`config.mk`:
```
export PLATFORM = sky130hd
export DESIGN_NAME = mips_mem_arbiter_flat
export DESIGN_NICKNAME = d
export VERILOG_FILES = /design/src/rtl/mips_arb_pkg.sv /design/src/rtl/mips_mem_arbiter_if.sv /design/src/rtl/mips_rr_arbiter2.sv /design/src/rtl/mips_mem_arbiter.sv /design/src/flat_wrapper.sv
export SDC_FILE = /design/constraint.sdc
export NUM_CORES = 1
export LEC_CHECK = 0
export ABC_AREA = 1
export BUFFER_PORTS_ARGS = -buffer_cell sky130_fd_sc_hd__buf_2
export CAP_MARGIN = 10
export CORE_AREA = 2 2 141 143
export DETAILED_ROUTE_END_ITERATION = 8
export DIE_AREA = 0 0 143 145
export GPL_ROUTABILITY_DRIVEN = 0
export PLACE_DENSITY = 0.75
export SETUP_SLACK_MARGIN = 0.4
export SLEW_MARGIN = 20
export SYNTH_ARGS = -nofsm -noshare
export SYNTH_HDL_FRONTEND = slang
export SYNTH_SLANG_ARGS = --single-unit
export TNS_END_PERCENT = 5
```
`constraint.sdc`:
```
create_clock -name clock -period 4.01 [get_ports clock]
set_input_delay 0.802 -clock clock [delete_from_list [all_inputs] [get_ports clock]]
set_output_delay 0.802 -clock clock [all_outputs]
set_load 0.005 [all_outputs]
```
`src/rtl/mips_arb_pkg.sv`:
```
// rtl/mips_arb_pkg.sv - Shared types and constants for the I/D memory arbiter
package mips_arb_pkg;

  // Transaction sequencer states
  typedef enum logic [1:0] {
    IDLE  = 2'd0,
    ISSUE = 2'd1,
    WAIT  = 2'd2,
    RESP  = 2'd3
  } arb_state_e;

  // Requester identifiers, also the bit index of each port in a grant vector
  localparam logic PORT_I = 1'b0;
  localparam logic PORT_D = 1'b1;

  // Width of the WAIT-phase latency counter for a given memory latency
  function automatic int lat_cnt_w(input int mem_lat);
    return (mem_lat < 1) ? 1 : $clog2(mem_lat + 1);
  endfunction

endpackage

```
`src/rtl/mips_mem_arbiter_if.sv`:
```
// rtl/mips_mem_arbiter_if.sv - Requester and memory-side signal bundle for the arbiter
interface mips_mem_arbiter_if #(
  parameter int ADDR_W = 32,
  parameter int DATA_W = 32
);

  logic              i_req_valid;
  logic              i_req_ready;
  logic [ADDR_W-1:0] i_req_addr;
  logic              i_rsp_valid;
  logic [DATA_W-1:0] i_rsp_data;

  logic              d_req_valid;
  logic              d_req_ready;
  logic              d_req_we;
  logic [ADDR_W-1:0] d_req_addr;
  logic [DATA_W-1:0] d_req_wdata;
  logic              d_rsp_valid;
  logic [DATA_W-1:0] d_rsp_data;

  logic              mem_en;
  logic              mem_we;
  logic [ADDR_W-3:0] mem_addr;
  logic [DATA_W-1:0] mem_wdata;
  logic [DATA_W-1:0] mem_rdata;

  modport slave (
    input  i_req_valid, i_req_addr,
    input  d_req_valid, d_req_we, d_req_addr, d_req_wdata,
    input  mem_rdata,
    output i_req_ready, i_rsp_valid, i_rsp_data,
    output d_req_ready, d_rsp_valid, d_rsp_data,
    output mem_en, mem_we, mem_addr, mem_wdata
  );

  modport master (
    output i_req_valid, i_req_addr,
    output d_req_valid, d_req_we, d_req_addr, d_req_wdata,
    output mem_rdata,
    input  i_req_ready, i_rsp_valid, i_rsp_data,
    input  d_req_ready, d_rsp_valid, d_rsp_data,
    input  mem_en, mem_we, mem_addr, mem_wdata
  );

endinterface

```
`src/rtl/mips_rr_arbiter2.sv`:
```
// rtl/mips_rr_arbiter2.sv - Two-way round-robin arbiter with one-hot grant
module mips_rr_arbiter2
  import mips_arb_pkg::*;
(
  input  logic       clk_i,
  input  logic       rst_i,
  input  logic [1:0] req_i,
  input  logic       advance_i,
  output logic [1:0] grant_o
);

  logic ptr_q;
  logic ptr_d;

  // Lone requester wins outright; on contention the pointer picks the winner
  always_comb begin
    grant_o = req_i;
    if (req_i == 2'b11) begin
      grant_o = (ptr_q == PORT_D) ? 2'b10 : 2'b01;
    end
  end

  // After any accepted grant, favour the port that did not just win
  always_comb begin
    ptr_d = ptr_q;
    if (advance_i) begin
      ptr_d = grant_o[1] ? PORT_I : PORT_D;
    end
  end

  // Pointer register, favours the fetch port out of reset
  always_ff @(posedge clk_i or posedge rst_i) begin
    if (rst_i) begin
      ptr_q <= PORT_I;
    end else begin
      ptr_q <= ptr_d;
    end
  end

endmodule

```
`src/rtl/mips_mem_arbiter.sv`:
```
// rtl/mips_mem_arbiter.sv - Round-robin I/D arbiter for one unified memory (optional stats: MIPS_ARB_STATS_EN)
module mips_mem_arbiter
  import mips_arb_pkg::*;
#(
  parameter int ADDR_W  = 32,
  parameter int DATA_W  = 32,
  parameter int MEM_LAT = 1
) (
  input  logic              clock,
  input  logic              reset,
  mips_mem_arbiter_if.slave bus,
  output logic [31:0]       stat_i_grants,
  output logic [31:0]       stat_d_grants,
  output logic [31:0]       stat_conflicts
);

  localparam int               CNT_W    = lat_cnt_w(MEM_LAT);
  localparam logic [CNT_W-1:0] LAT_LOAD = CNT_W'(MEM_LAT - 1);

  arb_state_e        state_q, state_d;
  logic              port_q, port_d;
  logic              we_q, we_d;
  logic [ADDR_W-3:0] addr_q, addr_d;
  logic [DATA_W-1:0] wdata_q, wdata_d;
  logic [DATA_W-1:0] i_data_q, i_data_d;
  logic [DATA_W-1:0] d_data_q, d_data_d;
  logic [CNT_W-1:0]  cnt_q, cnt_d;

  logic [1:0] req;
  logic [1:0] grant;
  logic       idle_ok;
  logic       hs_i;
  logic       hs_d;
  logic       unused_addr_lsbs;

  assign req     = {bus.d_req_valid, bus.i_req_valid};
  assign idle_ok = (state_q == IDLE) && !reset;

  assign bus.i_req_ready = idle_ok & grant[PORT_I];
  assign bus.d_req_ready = idle_ok & grant[PORT_D];
  assign hs_i            = bus.i_req_valid & bus.i_req_ready;
  assign hs_d            = bus.d_req_valid & bus.d_req_ready;

  // Memory is word addressed; byte offsets are simply discarded
  assign unused_addr_lsbs = ^{bus.i_req_addr[1:0], bus.d_req_addr[1:0]};

  mips_rr_arbiter2 u_rr (
    .clk_i     (clock),
    .rst_i     (reset),
    .req_i     (req),
    .advance_i (hs_i | hs_d),
    .grant_o   (grant)
  );

  // Sequencer: capture on handshake, strobe memory once, wait out latency, pulse response
  always_comb begin
    state_d  = state_q;
    port_d   = port_q;
    we_d     = we_q;
    addr_d   = addr_q;
    wdata_d  = wdata_q;
    i_data_d = i_data_q;
    d_data_d = d_data_q;
    cnt_d    = cnt_q;
    unique case (state_q)
      IDLE: begin
        if (hs_i) begin
          port_d  = PORT_I;
          we_d    = 1'b0;
          addr_d  = bus.i_req_addr[ADDR_W-1:2];
          wdata_d = '0;
          state_d = ISSUE;
        end else if (hs_d) begin
          port_d  = PORT_D;
          we_d    = bus.d_req_we;
          addr_d  = bus.d_req_addr[ADDR_W-1:2];
          wdata_d = bus.d_req_wdata;
          state_d = ISSUE;
        end
      end
      ISSUE: begin
        cnt_d   = LAT_LOAD;
        state_d = WAIT;
      end
      WAIT: begin
        if (cnt_q == '0) begin
          if (port_q == PORT_I) begin
            i_data_d = bus.mem_rdata;
          end else begin
            d_data_d = we_q ? '0 : bus.mem_rdata;
          end
          state_d = RESP;
        end else begin
          cnt_d = cnt_q - 1'b1;
        end
      end
      RESP: begin
        state_d = IDLE;
      end
      default: begin
        state_d = IDLE;
      end
    endcase
  end

  // State and datapath registers; reset abandons any transaction in flight
  always_ff @(posedge clock or posedge reset) begin
    if (reset) begin
      state_q  <= IDLE;
      port_q   <= PORT_I;
      we_q     <= 1'b0;
      addr_q   <= '0;
      wdata_q  <= '0;
      i_data_q <= '0;
      d_data_q <= '0;
      cnt_q    <= '0;
    end else begin
      state_q  <= state_d;
      port_q   <= port_d;
      we_q     <= we_d;
      addr_q   <= addr_d;
      wdata_q  <= wdata_d;
      i_data_q <= i_data_d;
      d_data_q <= d_data_d;
      cnt_q    <= cnt_d;
    end
  end

  assign bus.mem_en      = (state_q == ISSUE);
  assign bus.mem_we      = (state_q == ISSUE) & we_q;
  assign bus.mem_addr    = addr_q;
  assign bus.mem_wdata   = wdata_q;
  assign bus.i_rsp_valid = (state_q == RESP) && (port_q == PORT_I);
  assign bus.d_rsp_valid = (state_q == RESP) && (port_q == PORT_D);
  assign bus.i_rsp_data  = i_data_q;
  assign bus.d_rsp_data  = d_data_q;

`ifdef MIPS_ARB_STATS_EN
  logic [31:0] stat_i_q;
  logic [31:0] stat_d_q;
  logic [31:0] stat_c_q;

  // Per-port grant counts and contended idle cycles, free-running with wrap
  always_ff @(posedge clock or posedge reset) begin
    if (reset) begin
      stat_i_q <= '0;
      stat_d_q <= '0;
      stat_c_q <= '0;
    end else begin
      if (hs_i) begin
        stat_i_q <= stat_i_q + 32'd1;
      end
      if (hs_d) begin
        stat_d_q <= stat_d_q + 32'd1;
      end
      if ((state_q == IDLE) && (req == 2'b11)) begin
        stat_c_q <= stat_c_q + 32'd1;
      end
    end
  end

  assign stat_i_grants  = stat_i_q;
  assign stat_d_grants  = stat_d_q;
  assign stat_conflicts = stat_c_q;
`else
  assign stat_i_grants  = '0;
  assign stat_d_grants  = '0;
  assign stat_conflicts = '0;
`endif

endmodule

```
`src/flat_wrapper.sv`:
```
// flat-port wrapper written by rule: the top's interface ports become plain ports
module mips_mem_arbiter_flat import mips_arb_pkg::*;
#(
  parameter int ADDR_W  = 32,
  parameter int DATA_W  = 32,
  parameter int MEM_LAT = 1
)
  (clock, reset, stat_i_grants, stat_d_grants, stat_conflicts, bus_i_req_valid, bus_i_req_addr, bus_d_req_valid, bus_d_req_we, bus_d_req_addr, bus_d_req_wdata, bus_mem_rdata, bus_i_req_ready, bus_i_rsp_valid, bus_i_rsp_data, bus_d_req_ready, bus_d_rsp_valid, bus_d_rsp_data, bus_mem_en, bus_mem_we, bus_mem_addr, bus_mem_wdata);
  mips_mem_arbiter_if #(.ADDR_W(ADDR_W), .DATA_W(DATA_W)) bus_i ();
  input  logic clock;
  input  logic reset;
  output logic [31:0] stat_i_grants;
  output logic [31:0] stat_d_grants;
  output logic [31:0] stat_conflicts;
  input wire logic [$bits(bus_i.i_req_valid)-1:0] bus_i_req_valid;
  input wire logic [$bits(bus_i.i_req_addr)-1:0] bus_i_req_addr;
  input wire logic [$bits(bus_i.d_req_valid)-1:0] bus_d_req_valid;
  input wire logic [$bits(bus_i.d_req_we)-1:0] bus_d_req_we;
  input wire logic [$bits(bus_i.d_req_addr)-1:0] bus_d_req_addr;
  input wire logic [$bits(bus_i.d_req_wdata)-1:0] bus_d_req_wdata;
  input wire logic [$bits(bus_i.mem_rdata)-1:0] bus_mem_rdata;
  output wire logic [$bits(bus_i.i_req_ready)-1:0] bus_i_req_ready;
  output wire logic [$bits(bus_i.i_rsp_valid)-1:0] bus_i_rsp_valid;
  output wire logic [$bits(bus_i.i_rsp_data)-1:0] bus_i_rsp_data;
  output wire logic [$bits(bus_i.d_req_ready)-1:0] bus_d_req_ready;
  output wire logic [$bits(bus_i.d_rsp_valid)-1:0] bus_d_rsp_valid;
  output wire logic [$bits(bus_i.d_rsp_data)-1:0] bus_d_rsp_data;
  output wire logic [$bits(bus_i.mem_en)-1:0] bus_mem_en;
  output wire logic [$bits(bus_i.mem_we)-1:0] bus_mem_we;
  output wire logic [$bits(bus_i.mem_addr)-1:0] bus_mem_addr;
  output wire logic [$bits(bus_i.mem_wdata)-1:0] bus_mem_wdata;
  assign bus_i.i_req_valid = bus_i_req_valid;
  assign bus_i.i_req_addr = bus_i_req_addr;
  assign bus_i.d_req_valid = bus_d_req_valid;
  assign bus_i.d_req_we = bus_d_req_we;
  assign bus_i.d_req_addr = bus_d_req_addr;
  assign bus_i.d_req_wdata = bus_d_req_wdata;
  assign bus_i.mem_rdata = bus_mem_rdata;
  assign bus_i_req_ready = bus_i.i_req_ready;
  assign bus_i_rsp_valid = bus_i.i_rsp_valid;
  assign bus_i_rsp_data = bus_i.i_rsp_data;
  assign bus_d_req_ready = bus_i.d_req_ready;
  assign bus_d_rsp_valid = bus_i.d_rsp_valid;
  assign bus_d_rsp_data = bus_i.d_rsp_data;
  assign bus_mem_en = bus_i.mem_en;
  assign bus_mem_we = bus_i.mem_we;
  assign bus_mem_addr = bus_i.mem_addr;
  assign bus_mem_wdata = bus_i.mem_wdata;
  mips_mem_arbiter #(.ADDR_W(ADDR_W), .DATA_W(DATA_W), .MEM_LAT(MEM_LAT)) u_core (.clock(clock), .reset(reset), .bus(bus_i), .stat_i_grants(stat_i_grants), .stat_d_grants(stat_d_grants), .stat_conflicts(stat_conflicts));
endmodule
```
# Word level (Yosys, flattened, before mapping)
# Index checks and enable logic that the tools add are counted.
# Widths: inputs -> output; s select.
# totals
ff_bits	132
inputBits	133
wordCells	53
output_inout_bits	228
# classes
n_addsub	1
bitwise	8
reduce_logical	11
n_mux	18
eq_ne	6
# op_table
operator	n
$mux 32	3
$mux 30	2
$mux 2	5
$pmux 2 s4	1
$eq 2x2->1 const B	3
$mux 1	6
$reduce_and 3->1	2
$and 1x1->1	5
$reduce_and 2->1	2
$reduce_bool 2->1	2
$logic_and 1x1->1	3
$ne 3x1->1 const B	1
$eq 2x1->1 const B	1
$logic_not 2->1	1
$ne 2x2->1 const B	1
$not 1->1	2
$pmux 1 s2	1
$logic_not 1->1	1
$or 1x1->1	1
$sub 1x1->1 const B	1

# Longest topological paths before layout
# Gate-level depths: netlist of the first run.
# depth
word_depth	7
ltp_mapped	9
mapped_depth_nobuf	8

# Hierarchy
# Synthesis of the first run repeated with hierarchy kept, for this count alone.
# unflattened
cells_unflattened	771
hier_area_um2	6507.5
# modules_own_cells
mod	seq_area_each_um2	area_each_um2	cells_per_inst	instances
mips_mem_arbiter	3253.1	6442.4	760	1
mips_rr_arbiter2	25.0	65.1	11	1

# Worst setup path after synthesis of the first run
# No wires, ideal clock.
# synth_timing
path_type	input -> output
startpoint	input port bus_i_req_valid
endpoint	output port bus_d_req_ready
arrival_ps	1375
setup_slack_ps	1833
path_buffers	2
stages	5
t_required_ps	3208
path_cell_list	clkbuf_1 -> nand2_1 -> nand3_1 -> inv_2 -> buf_6
# synth_between
elab_chain_len	3
# synth_rtl
item	line	source
start: declaration	flat_wrapper.sv:15	input wire logic [$bits(bus_i.i_req_valid)-1:0] bus_i_req_valid;
$eq 2x2->1	mips_rr_arbiter2.sv:18	if (req_i == 2'b11) begin
$mux 2	mips_rr_arbiter2.sv:18	
$and 1x1->1	mips_mem_arbiter.sv:40	assign bus.d_req_ready = idle_ok & grant[PORT_D];
end: declaration	flat_wrapper.sv:25	output wire logic [$bits(bus_i.d_req_ready)-1:0] bus_d_req_ready;
# No other way between the ends.

# Final worst setup path of the first run
# layout_timing
startpoint	register u_core.state_q[0]
endpoint	output port bus_d_req_ready
# layout_between
elab_chain_len	3
# layout_rtl
item	line	source
start: declaration	mips_mem_arbiter.sv:20	arb_state_e state_q, state_d;
start signal: assignment	mips_mem_arbiter.sv:118	state_q <= state_d;
$logic_not 2->1	mips_mem_arbiter.sv:37	assign idle_ok = (state_q == IDLE) && !reset;
$logic_and 1x1->1	mips_mem_arbiter.sv:37	
$and 1x1->1	mips_mem_arbiter.sv:40	
# No other way between the ends.

==> flow_metrics.py, run 1 <==
metrics = {
    "routing": {
        "antenna_left": 0,
        "drc": 0,
        "drt-wirelength-per-cell_um": 12.81,
        "via_per_inst": 4.250,
        "vias": 5364,
        "drt-initial-drc-count": 221,
        "totalWireLength_um": 16160,
        "drtPass1Iterations": 4,
    },
    "synthesis": {
        "synth_top_area_share_pct": 50.61,
        "synth_commonest_cells": "nand2_1, dfrtp_1, buf_4, inv_1, o21ai_0",
        "syn_area_per_cell_um2": 8.765,
        "ys_ff_latch": 131,
        "yosysTopAreaCell": "dfrtp_1",
        "synthCells": 739,
        "ys_seq_area_share_pct": 50.61,
        "syn_area_um2": 6477,
        "synth_flop_cell": "dfrtp_1",
        "async_flop_share_pct": 100.0,
        "yosys_warnings": 0,
        "synth_edf_count": 0,
        "synth.distinct_cells": 22,
        "synth.area.top_cells": "dfrtp_1, nand2_1, buf_4, mux2_2, inv_1",
        "synth_most_common_cell": "nand2_1",
    },
    "sta": {
        "tightest_slew_ps": 1077,
        "max_freq_ghz": 0.3441,
        "hold_viol": 0,
        "fin_crit_sh_pct": 72.48,
        "holdWs_ps": 472.9,
        "setup_violations": 0,
        "drv_slew": 0,
        "slew_headroom_pct": 28.09,
        "skew_ps": 10.24,
        "rsz0062_at_grt": "no",
        "layout_min_cycle_time_ps": 2907,
        "tns_ps": 0,
    },
    "worst_setup_path": {
        "crit_top_cell": "inv_2",
        "r2r-start": "u_core.state_q[0]$_DFFE_PP0P_",
        "crit_family": "buffers and inverters",
        "rrSetupSlack_ps": 1400,
        "critPathMaxStageDelay_ps": 450,
        "critPathLaunchType": "flop",
        "cp_slowest_cell": "inv_2",
        "rr_worst_depth": 10,
        "crit_required_ps": 3210,
        "setup.worst_path.end_class": "primary output",
        "worst-path-buf-inv": 4,
        "crit_cells": 7,
        "worst_ep_arrival_time_ps": 2100,
        "worstPathMaxFanout": 34,
        "path_cells": "inv_1, ha_1, inv_2, nor2_4, nand3_1, inv_2, buf_2",
        "r2r_end": "u_core.bus.mem_addr[13]$_DFFE_PP0P_",
        "crit_type": "flop to primary output",
    },
    "place": {
        "post-dp-hpwl_um": 11600,
        "io_buffers": 260,
    },
    "clock_tree": {
        "cts_setup_buffers": 0,
        "ctsHoldBuffers": 0,
        "cts_root_buf": "clkbuf_16",
        "ctsResizeCount": 0,
        "cts-htree-levels": 4,
        "cts_tree": "done",
        "clk_path_buf_depth": 2,
        "clk-insertion-delay-late_ps": 410,
        "numCtsBuffers": 17,
        "clk_pin_slew_ps": 60,
        "cts.sink_count": 131,
    },
    "floorplan": {
        "row_count": 51,
        "die_w_um": 143,
        "num_io_pins": 361,
        "start_util_pct": 33.72,
        "core-area_um2": 19210,
        "dieHeight_um": 145,
        "dieArea_um2": 20740,
    },
    "power_and_ir_drop": {
        "peakVddDrop_uv": 264.5,
        "p_leak_nw": 4.833,
        "p_per_area_nw_per_um2": 726.8,
    },
    "global_route": {
        "first_global_vias": 5028,
        "grt_pass1_wl_um": 25250,
        "grt_max_degree": 66,
        "grt-ovfl-total": 0,
        "antenna_found_initial": 1,
        "grt_usage_pct": 15.32,
    },
    "hold_path": {
        "hold_depth": 2,
        "hp-class": "flop to flop",
        "hold-path-endpoint": "u_core.bus.mem_wdata[31]$_DFFE_PP0P_",
        "hold_path.startpoint": "u_core.bus.mem_wdata[31]$_DFFE_PP0P_",
    },
    "layout": {
        "num_antenna_cells": 0,
        "drive_above_1_share_pct": 33.70,
        "syn_to_final_growth_pct": 26.23,
        "fin_nets": 1123,
        "num-fill-cells": 1913,
    },
    "run_status": {
        "outcome": "finished, final reports clean",
    },
    "run": {
        "maxCapViolations": 0,
    },
}
-- routing by layer --
layer  track usage [%]  up-vias  routed length (um)
li1                  -     2601                   -
met5                 0        -                  11
met1             18.71     2481                6831
met4             4.109        2                 170
met2             25.84      264                7820
met3             4.983       16                1329
-- where the power goes --
part / internal [mW] / switching [mW] / total, mW / leakage, nW
Clock: 0.971 / 0.588 / 1.56 / 0.281
Combinational: 0.953 / 1.12 / 2.08 / 2.92
Sequential: 1.97 / 0.339 / 2.31 / 1.63
-- cell type report --
cell class              instances  area [um^2]  share of cell area (%)
flip-flops and latches        131         3278                   40.09
clock inverters                13        162.7                   1.989
inverters                      75        285.3                   3.489
well taps                     265        331.6                   4.055
repair buffers                267         1379                   16.86
multi-input cells             494         2315                   28.31
clock buffers                  17        425.4                   5.203
-- tightest hold or removal path: stages (launching register included) --
cell,delay (ps)
dfrtp_1,340
nand2_1,50
nand2_1,50
-- cell usage in the layout, fill, tap and decap left out --
cell and count:
o31ai_1 2, clkinvlp_4 4, dfrtp_1 131, nand4_1 30
buf_12 2, clkinv_4 3, a31oi_1 1, nand3_2 1
clkinv_2 3, inv_6 1, mux2_2 30, clkbuf_16 17
inv_1 71, nor2_4 1, bufinv_16 3, ha_1 4
nand3_1 31, nand2_1 257, nand2_2 2, nor2_1 2
o21ai_4 1, buf_2 260, inv_2 3, buf_4 5
o21ai_0 36, conb_1 96
-- flip-flops by register name, summed over array words and instances, names as in the netlist --
signal                 flops
u_core.u_rr.ptr_q          1
u_core.bus.mem_wdata      32
u_core.bus.d_rsp_data     32
u_core.bus.mem_addr       30
u_core.bus.i_rsp_data     32
u_core.port_q              1
u_core.we_q                1
u_core.state_q             2
-- how the worst max path moves through the flow --
stage                                              from                                    to
final                     u_core.state_q[0]$_DFFE_PP0P_                       bus_d_req_ready
after global routing      u_core.state_q[0]$_DFFE_PP0P_                       bus_d_req_ready
after CTS                 u_core.state_q[1]$_DFFE_PP0P_                       bus_d_req_ready
after detailed placement                          reset   u_core.bus.mem_addr[27]$_DFFE_PP0P_
after global placement                  bus_i_req_valid   u_core.bus.mem_addr[27]$_DFFE_PP0P_
after floorplan                                   reset  u_core.bus.d_rsp_data[0]$_DFFE_PP0P_
-- through the flow --
step | cell area (um^2) | util, % | total power, mW | std cells | setup WS (ps)
after global routing | 8177 | 42.57 | 6.417 | 1262 | 873.5
after global placement | 7589 | 39.51 | 4.371 | 1232 | 1183
after CTS | 8177 | 42.57 | 6.054 | 1262 | 1004
after detailed placement | 7589 | 39.51 | 4.455 | 1232 | 1166
after floorplan | 6838 | - | 3.541 | 834 | 1585
final | 8177 | 42.57 | 5.943 | 1262 | 1103
-- cells by family (layout without fill, tap and decap cells) --
family          after synthesis  count (layout)  share of synthesized area, %
simple gates                324             324                         20.78
buf+inv                     209             372                         19.32
fa+ha+maj                     4               4                        0.7727
compound gates               40              40                         3.245
mux                          30              30                         5.215
flops                       131             131                         50.61
other cells                   1              96                       0.05789
Power figures use the tool's default switching activity.
==> run 2: changes to the inputs <==
==> constraint.sdc (replaced) <==
create_clock -name clock -period 2.5 [get_ports clock]
set_input_delay 0.5 -clock clock [delete_from_list [all_inputs] [get_ports clock]]
set_output_delay 0.5 -clock clock [all_outputs]
set_load 0.005 [all_outputs]
==> run 2 against run 1 <==
Compared with the run above: combinational power rose by 71%; die area unchanged; setup slack got worse by 650 ps; clock-buffer cell count is 1 higher; worst hold slack worse by 350 ps; total power rose by 63%; sequential share of layout area shrank 0.83 points; register-to-register slack worse by 820 ps; design area up 2.1%; critical endpoint is now bus_i_req_ready; largest cell class unchanged.
==> flow_metrics.py, run 2 (synthesis gave the netlist of run 1 again) <==
metrics = {
    "clock_tree": {
        "cts-htree-levels": 4,
        "cts.sink_count": 131,
        "clk-insertion-delay-late_ps": 410,
        "clk_path_buf_depth": 2,
        "clk_pin_slew_ps": 60,
        "cts_tree": "done",
        "numCtsBuffers": 17,
        "cts_root_buf": "clkbuf_16",
    },
    "routing": {
        "drc": 0,
        "totalWireLength_um": 16410,
        "antenna_left": 0,
        "drtPass1Iterations": 4,
        "drt-met1-wl_um": 6808,
        "top_layer": "met4",
        "routed-wl-met2_um": 8183,
        "drt-wirelength-per-cell_um": 12.82,
        "vias": 5415,
        "routed-wl-met3_um": 1258,
        "via_per_inst": 4.230,
        "drt-initial-drc-count": 240,
    },
    "worst_setup_path": {
        "r2r-start": "u_core.state_q[0]$_DFFE_PP0P_",
        "crit_type": "flop to primary output",
        "cp-startpoint": "u_core.state_q[0]$_DFFE_PP0P_",
        "setup.worst_path.end_class": "primary output",
        "worst_ep_arrival_time_ps": 1550,
        "worstPathMaxFanout": 3,
        "critPathLaunchType": "flop",
        "crit_required_ps": 2000,
    },
    "floorplan": {
        "row_count": 51,
        "start_util_pct": 33.72,
        "num_io_pins": 361,
        "die_w_um": 143,
        "core-area_um2": 19210,
        "dieHeight_um": 145,
        "dieArea_um2": 20740,
    },
    "layout": {
        "fin_nets": 1139,
        "final_area_um2": 8349,
        "stdcell_count": 1280,
        "syn_to_final_growth_pct": 28.90,
        "final_cell_mix": "buf_2, nand2_1, dfrtp_1, conb_1, inv_1",
        "layout_commonest_cell": "buf_2",
        "num-fill-cells": 1894,
        "post-route-util_pct": 43.47,
        "drive_above_1_share_pct": 35.21,
    },
    "sta": {
        "rsz0062_at_grt": "yes",
        "setup_violations": 0,
        "setup_slack_ps": 448.5,
        "drv_slew": 0,
        "fin_crit_sh_pct": 82.06,
        "tightest_slew_ps": 591.1,
        "holdWs_ps": 120.8,
        "layout_min_cycle_time_ps": 2051,
        "skew_ps": 8.338,
        "slew_headroom_pct": 60.53,
        "tns_ps": 0,
        "max_freq_ghz": 0.4875,
        "hold_viol": 0,
    },
    "power_and_ir_drop": {
        "p_leak_nw": 4.909,
        "p_per_area_nw_per_um2": 1163,
        "power_mw": 9.709,
        "peakVddDrop_uv": 518.7,
    },
    "global_route": {
        "grt-ovfl-total": 0,
        "grt_pass1_wl_um": 25420,
        "grt_max_degree": 71,
        "grt_usage_pct": 15.43,
        "antenna_found_initial": 1,
        "first_global_vias": 5032,
    },
    "place": {
        "post-dp-hpwl_um": 11600,
        "io_buffers": 260,
        "placed_cell_area_um2": 7639,
        "dp_cells": 1237,
        "post-place-ws_ps": 343.2,
    },
    "run": {
        "maxCapViolations": 0,
    },
    "hold_path": {
        "hp-class": "input pin to asynchronous set/reset pin",
    },
    "run_status": {
        "outcome": "finished, final reports clean",
    },
}
==> run 2: cell types whose count changed in the layout (fill, tap and decap cells not counted), sizes merged <==
cell / previous run / this run
inv: 75 / 78
clkbuf: 17 / 18
clkinv: 6 / 3
buf: 267 / 283
bufinv: 3 / 2
diode: 0 / 1
clkinvlp: 4 / 5
==> run 2: power by group <==
part           internal [mW]  switching, mW  total [mW]
registers               3.16          0.527        3.68
logic                   1.69           1.87        3.56
clock network           1.48          0.984        2.47
total                   6.32           3.38        9.71
==> run 2: final timing paths <==
path | endpoint | slack (ps) | cells past startpoint
min | u_core.we_q$_DFFE_PP0P_ | 120 | 2
max in group asynchronous | u_core.bus.mem_addr[16]$_DFFE_PP0P_ | 1650 | 3
min in group clock | u_core.bus.mem_wdata[1]$_DFFE_PP0P_ | 280 | 3
max reg2reg | u_core.bus.mem_addr[24]$_DFFE_PP0P_ | 580 | 10
min reg2reg | u_core.bus.mem_wdata[27]$_DFFE_PP0P_ | 470 | 2
max | bus_i_req_ready | 450 | 8
==> run 2: layer usage <==
layer / vias up / GRT usage (%)
li1: 2636 / -
met1: 2512 / 18.52
met2: 255 / 26.65
met3: 12 / 4.653
met4: 0 / 4.208
met5: - / 0
==> run 2: area by class of cell <==
cell class              count  area (um^2)  share of cell area, %
well taps                 265        331.6                  3.971
repair buffers            283         1521                  18.22
clock inverters            13        153.9                  1.843
flip-flops and latches    131         3278                  39.26
multi-input cells         494         2347                  28.11
inverters                  75        285.3                  3.417
diodes                      1        2.502                0.02997
clock buffers              18        429.2                  5.140
==> run 2: critical path, cell delays in order (launching register included) <==
cell and delay [ps]:
dfrtp_1 380, inv_2 90, ha_4 150, inv_2 40
nor2_4 150, buf_6 130, nand3_4 70, inv_2 60
buf_6 80
==> run 2: what timing repair did <==
| action | 4_1_cts | 5_1_grt |
|---|---|---|
| buffers inserted | 8 | 3 |
| endpoints found under the setup margin | 37 | 2 |
| resized for setup | 8 | 2 |
| hold buffers | 0 | 0 |
| cloned | 0 | 0 |
| pin swaps | 2 | 2 |
==> run 3: changes to the inputs <==
--- a/config.mk
+++ b/config.mk
@@ -8,11 +8,11 @@
 export ABC_AREA = 1
 export BUFFER_PORTS_ARGS = -buffer_cell sky130_fd_sc_hd__buf_2
 export CAP_MARGIN = 10
-export CORE_AREA = 2 2 141 143
+export CORE_AREA = 2 2 139 141
 export DETAILED_ROUTE_END_ITERATION = 8
-export DIE_AREA = 0 0 143 145
+export DIE_AREA = 0 0 141 143
 export GPL_ROUTABILITY_DRIVEN = 0
-export PLACE_DENSITY = 0.75
+export PLACE_DENSITY = 0.74
 export SETUP_SLACK_MARGIN = 0.4
 export SLEW_MARGIN = 20
 export SYNTH_ARGS = -nofsm -noshare
==> constraint.sdc (replaced) <==
create_clock -name clock -period 2 [get_ports clock]
set_input_delay 0.4 -clock clock [delete_from_list [all_inputs] [get_ports clock]]
set_output_delay 0.4 -clock clock [all_outputs]
set_load 0.005 [all_outputs]
==> run 3 against run 2 <==
Compared with the run above: register-to-register slack got worse by 350 ps; sequential share of layout area fell by 2.3 points; die area fell by 2.8%; final cell count fell by 2.0%; clock skew rose by 4.2 ps; non-clock buffer count rose by 7; critical path depth did not move; sequential power rose by 27%; setup slack got worse by 410 ps; design area rose by 6.1%; largest cell class unchanged; largest power group is now combinational logic.
==> flow_metrics.py, run 3 (synthesis gave the netlist of run 1 again) <==
metrics = {
    "global_route": {
        "grt_usage_pct": 15.73,
        "grt_max_degree": 76,
        "antenna_found_initial": 0,
        "grt_pass1_wl_um": 24910,
        "first_global_vias": 4868,
        "grt-ovfl-total": 0,
    },
    "floorplan": {
        "dieArea_um2": 20160,
        "die_w_um": 141,
        "start_util_pct": 34.86,
        "dieHeight_um": 143,
        "row_count": 50,
        "core-area_um2": 18580,
        "num_io_pins": 361,
    },
    "clock_tree": {
        "clk_path_buf_depth": 2,
        "clk-insertion-delay-late_ps": 410,
        "cts-htree-levels": 4,
        "numCtsBuffers": 17,
        "clk_pin_slew_ps": 60,
        "ctsHoldBuffers": 0,
        "cts.sink_count": 131,
        "cts_root_buf": "clkbuf_16",
        "cts_tree": "done",
    },
    "worst_setup_path": {
        "worst-path-buf-inv": 5,
        "crit_top_cell": "inv_2",
        "r2r-start": "u_core.state_q[0]$_DFFE_PP0P_",
        "worstPathMaxFanout": 4,
        "crit_family": "buffers and inverters",
        "setup.worst_path.end_class": "primary output",
        "critPathLaunchType": "flop",
        "path_cells": "inv_2, ha_4, inv_2, nor2_4, buf_6, nand3_4, inv_2, buf_6",
        "critPathMaxStageDelay_ps": 390,
        "crit_required_ps": 1600,
        "rr_worst_depth": 12,
        "r2r_end": "u_core.bus.mem_addr[21]$_DFFE_PP0P_",
        "cp_slowest_cell": "dfrtp_1",
        "crit_type": "flop to primary output",
        "rrSetupSlack_ps": 230,
        "worst_ep_arrival_time_ps": 1560,
    },
    "power_and_ir_drop": {
        "p_per_area_nw_per_um2": 1471,
        "p_leak_nw": 5.201,
        "p_seq_share_pct": 35.7,
        "combPwrFrac_pct": 39.2,
        "p_sw_mw": 4.435,
        "power.share.clock_pct": 25.1,
        "peakVddDrop_uv": 538.2,
        "sw_frac_of_total_pct": 34.02,
        "p_int_mw": 8.601,
    },
    "sta": {
        "layout_min_cycle_time_ps": 1964,
        "hold_viol": 0,
        "rsz0062_at_grt": "yes",
        "drv_slew": 0,
        "setup_slack_ps": 35.50,
        "fin_crit_sh_pct": 98.22,
        "max_freq_ghz": 0.5090,
        "skew_ps": 12.55,
        "tns_ps": 0,
        "setup_violations": 0,
    },
    "routing": {
        "via_per_inst": 4.351,
        "drtPass1Iterations": 5,
        "drt-initial-drc-count": 142,
        "vias": 5460,
        "antenna_left": 0,
        "drt-wirelength-per-cell_um": 13.43,
        "drc": 0,
        "totalWireLength_um": 16860,
    },
    "layout": {
        "syn_to_final_growth_pct": 36.82,
        "layout_commonest_cell": "buf_2",
        "fin_nets": 1146,
        "num-fill-cells": 1784,
        "final_cell_mix": "buf_2, nand2_1, dfrtp_1, conb_1, inv_1",
        "final_area_um2": 8862,
        "num_antenna_cells": 0,
        "drive_above_1_share_pct": 40.74,
    },
    "place": {
        "placed_cell_area_um2": 7660,
        "post-place-ws_ps": 76.38,
        "post-dp-hpwl_um": 11210,
        "io_buffers": 260,
    },
    "run": {
        "maxCapViolations": 0,
    },
    "run_status": {
        "outcome": "finished, final reports clean",
    },
    "hold_path": {
        "hp-class": "input pin to asynchronous set/reset pin",
    },
}
[run 3: cell count changes in the layout (fill, tap and decap cells not counted), sizes merged]
cell      delta
buf          +6
clkinv       +3
inv          -3
bufinv       +2
clkinvlp     -2
clkbuf       +1
diode        -1
[run 3: worst max path at each step]
stage | from | endpoint | depth (start not counted)
final | u_core.state_q[0]$_DFFE_PP0P_ | bus_i_req_ready | 8
after global routing | u_core.state_q[0]$_DFFE_PP0P_ | bus_i_req_ready | 8
after CTS | u_core.state_q[1]$_DFFE_PP0P_ | bus_i_req_ready | 8
after detailed placement | u_core.state_q[0]$_DFFE_PP0P_ | u_core.bus.mem_addr[1]$_DFFE_PP0P_ | 10
after global placement | u_core.state_q[0]$_DFFE_PP0P_ | u_core.state_q[1]$_DFFE_PP0P_ | 9
after floorplan | reset | u_core.bus.d_rsp_data[0]$_DFFE_PP0P_ | 1
[run 3: metal layers]
layer  part of all wire, %  routed length, um  global-route usage, %  up-vias
met3                   6.0               1015                  4.930       16
met2                    49               8257                  25.75      223
met5                     0                  0                      0        -
met1                    43               7331                  20.01     2565
li1                      -                  -                      -     2656
met4                   1.5                254                  4.842        0
[run 3: what timing repair did]
item | CTS | global route
setup buffers | 9 | 4
setup endpoints to repair | 71 | 89
cloned | 1 | 1
resized for setup | 19 | 100
pin swaps | 3 | 38
[run 3: cell type report]
class                           count  area, um^2  share of cell area, %
Timing Repair Buffer              290        1707                  19.26
Multi-Input combinational cell    494        2683                  30.27
Clock buffer                       18       429.2                  4.843
Sequential cell                   131        3278                  36.99
Clock inverter                     13       185.2                  2.090
Inverter                           75       287.8                  3.247
Tap cell                          234       292.8                  3.304
[run 3: stage by stage]
| step | util [%] | total power [mW] | cells | hold slack (ps) |
|---|---|---|---|---|
| 6_report | 47.70 | 13.04 | 1255 | 142.9 |
| 5_1_grt | 47.70 | 14.00 | 1255 | 145.2 |
| 4_1_cts | 45.49 | 12.63 | 1250 | 132.3 |
| 3_5_place_dp | 41.23 | 9.019 | 1209 | 459.5 |
| 3_3_place_gp | 41.23 | 8.888 | 1209 | 457.7 |
| 2_1_floorplan | - | 7.099 | 834 | 471.9 |
[run 3: power by group through the flow]
stage / sequential, mW / combinational (mW) / clock (mW)
2_1_floorplan: 4.72 / 2.37 / 0
3_3_place_gp: 4.60 / 4.28 / 0
3_5_place_dp: 4.62 / 4.40 / 0
4_1_cts: 4.61 / 4.63 / 3.38
5_1_grt: 4.79 / 5.70 / 3.51
6_report: 4.66 / 5.11 / 3.27
[run 3: worst register-to-register path, cell delays in order, from the launching register on]
cell	delay (ps)
dfrtp_1	390
inv_2	90
ha_4	150
inv_2	40
nor2_4	160
buf_6	140
nand3_4	60
buf_4	140
buf_8	130
buf_16	170
nand2_2	80
nand3_1	80
nand2_1	80
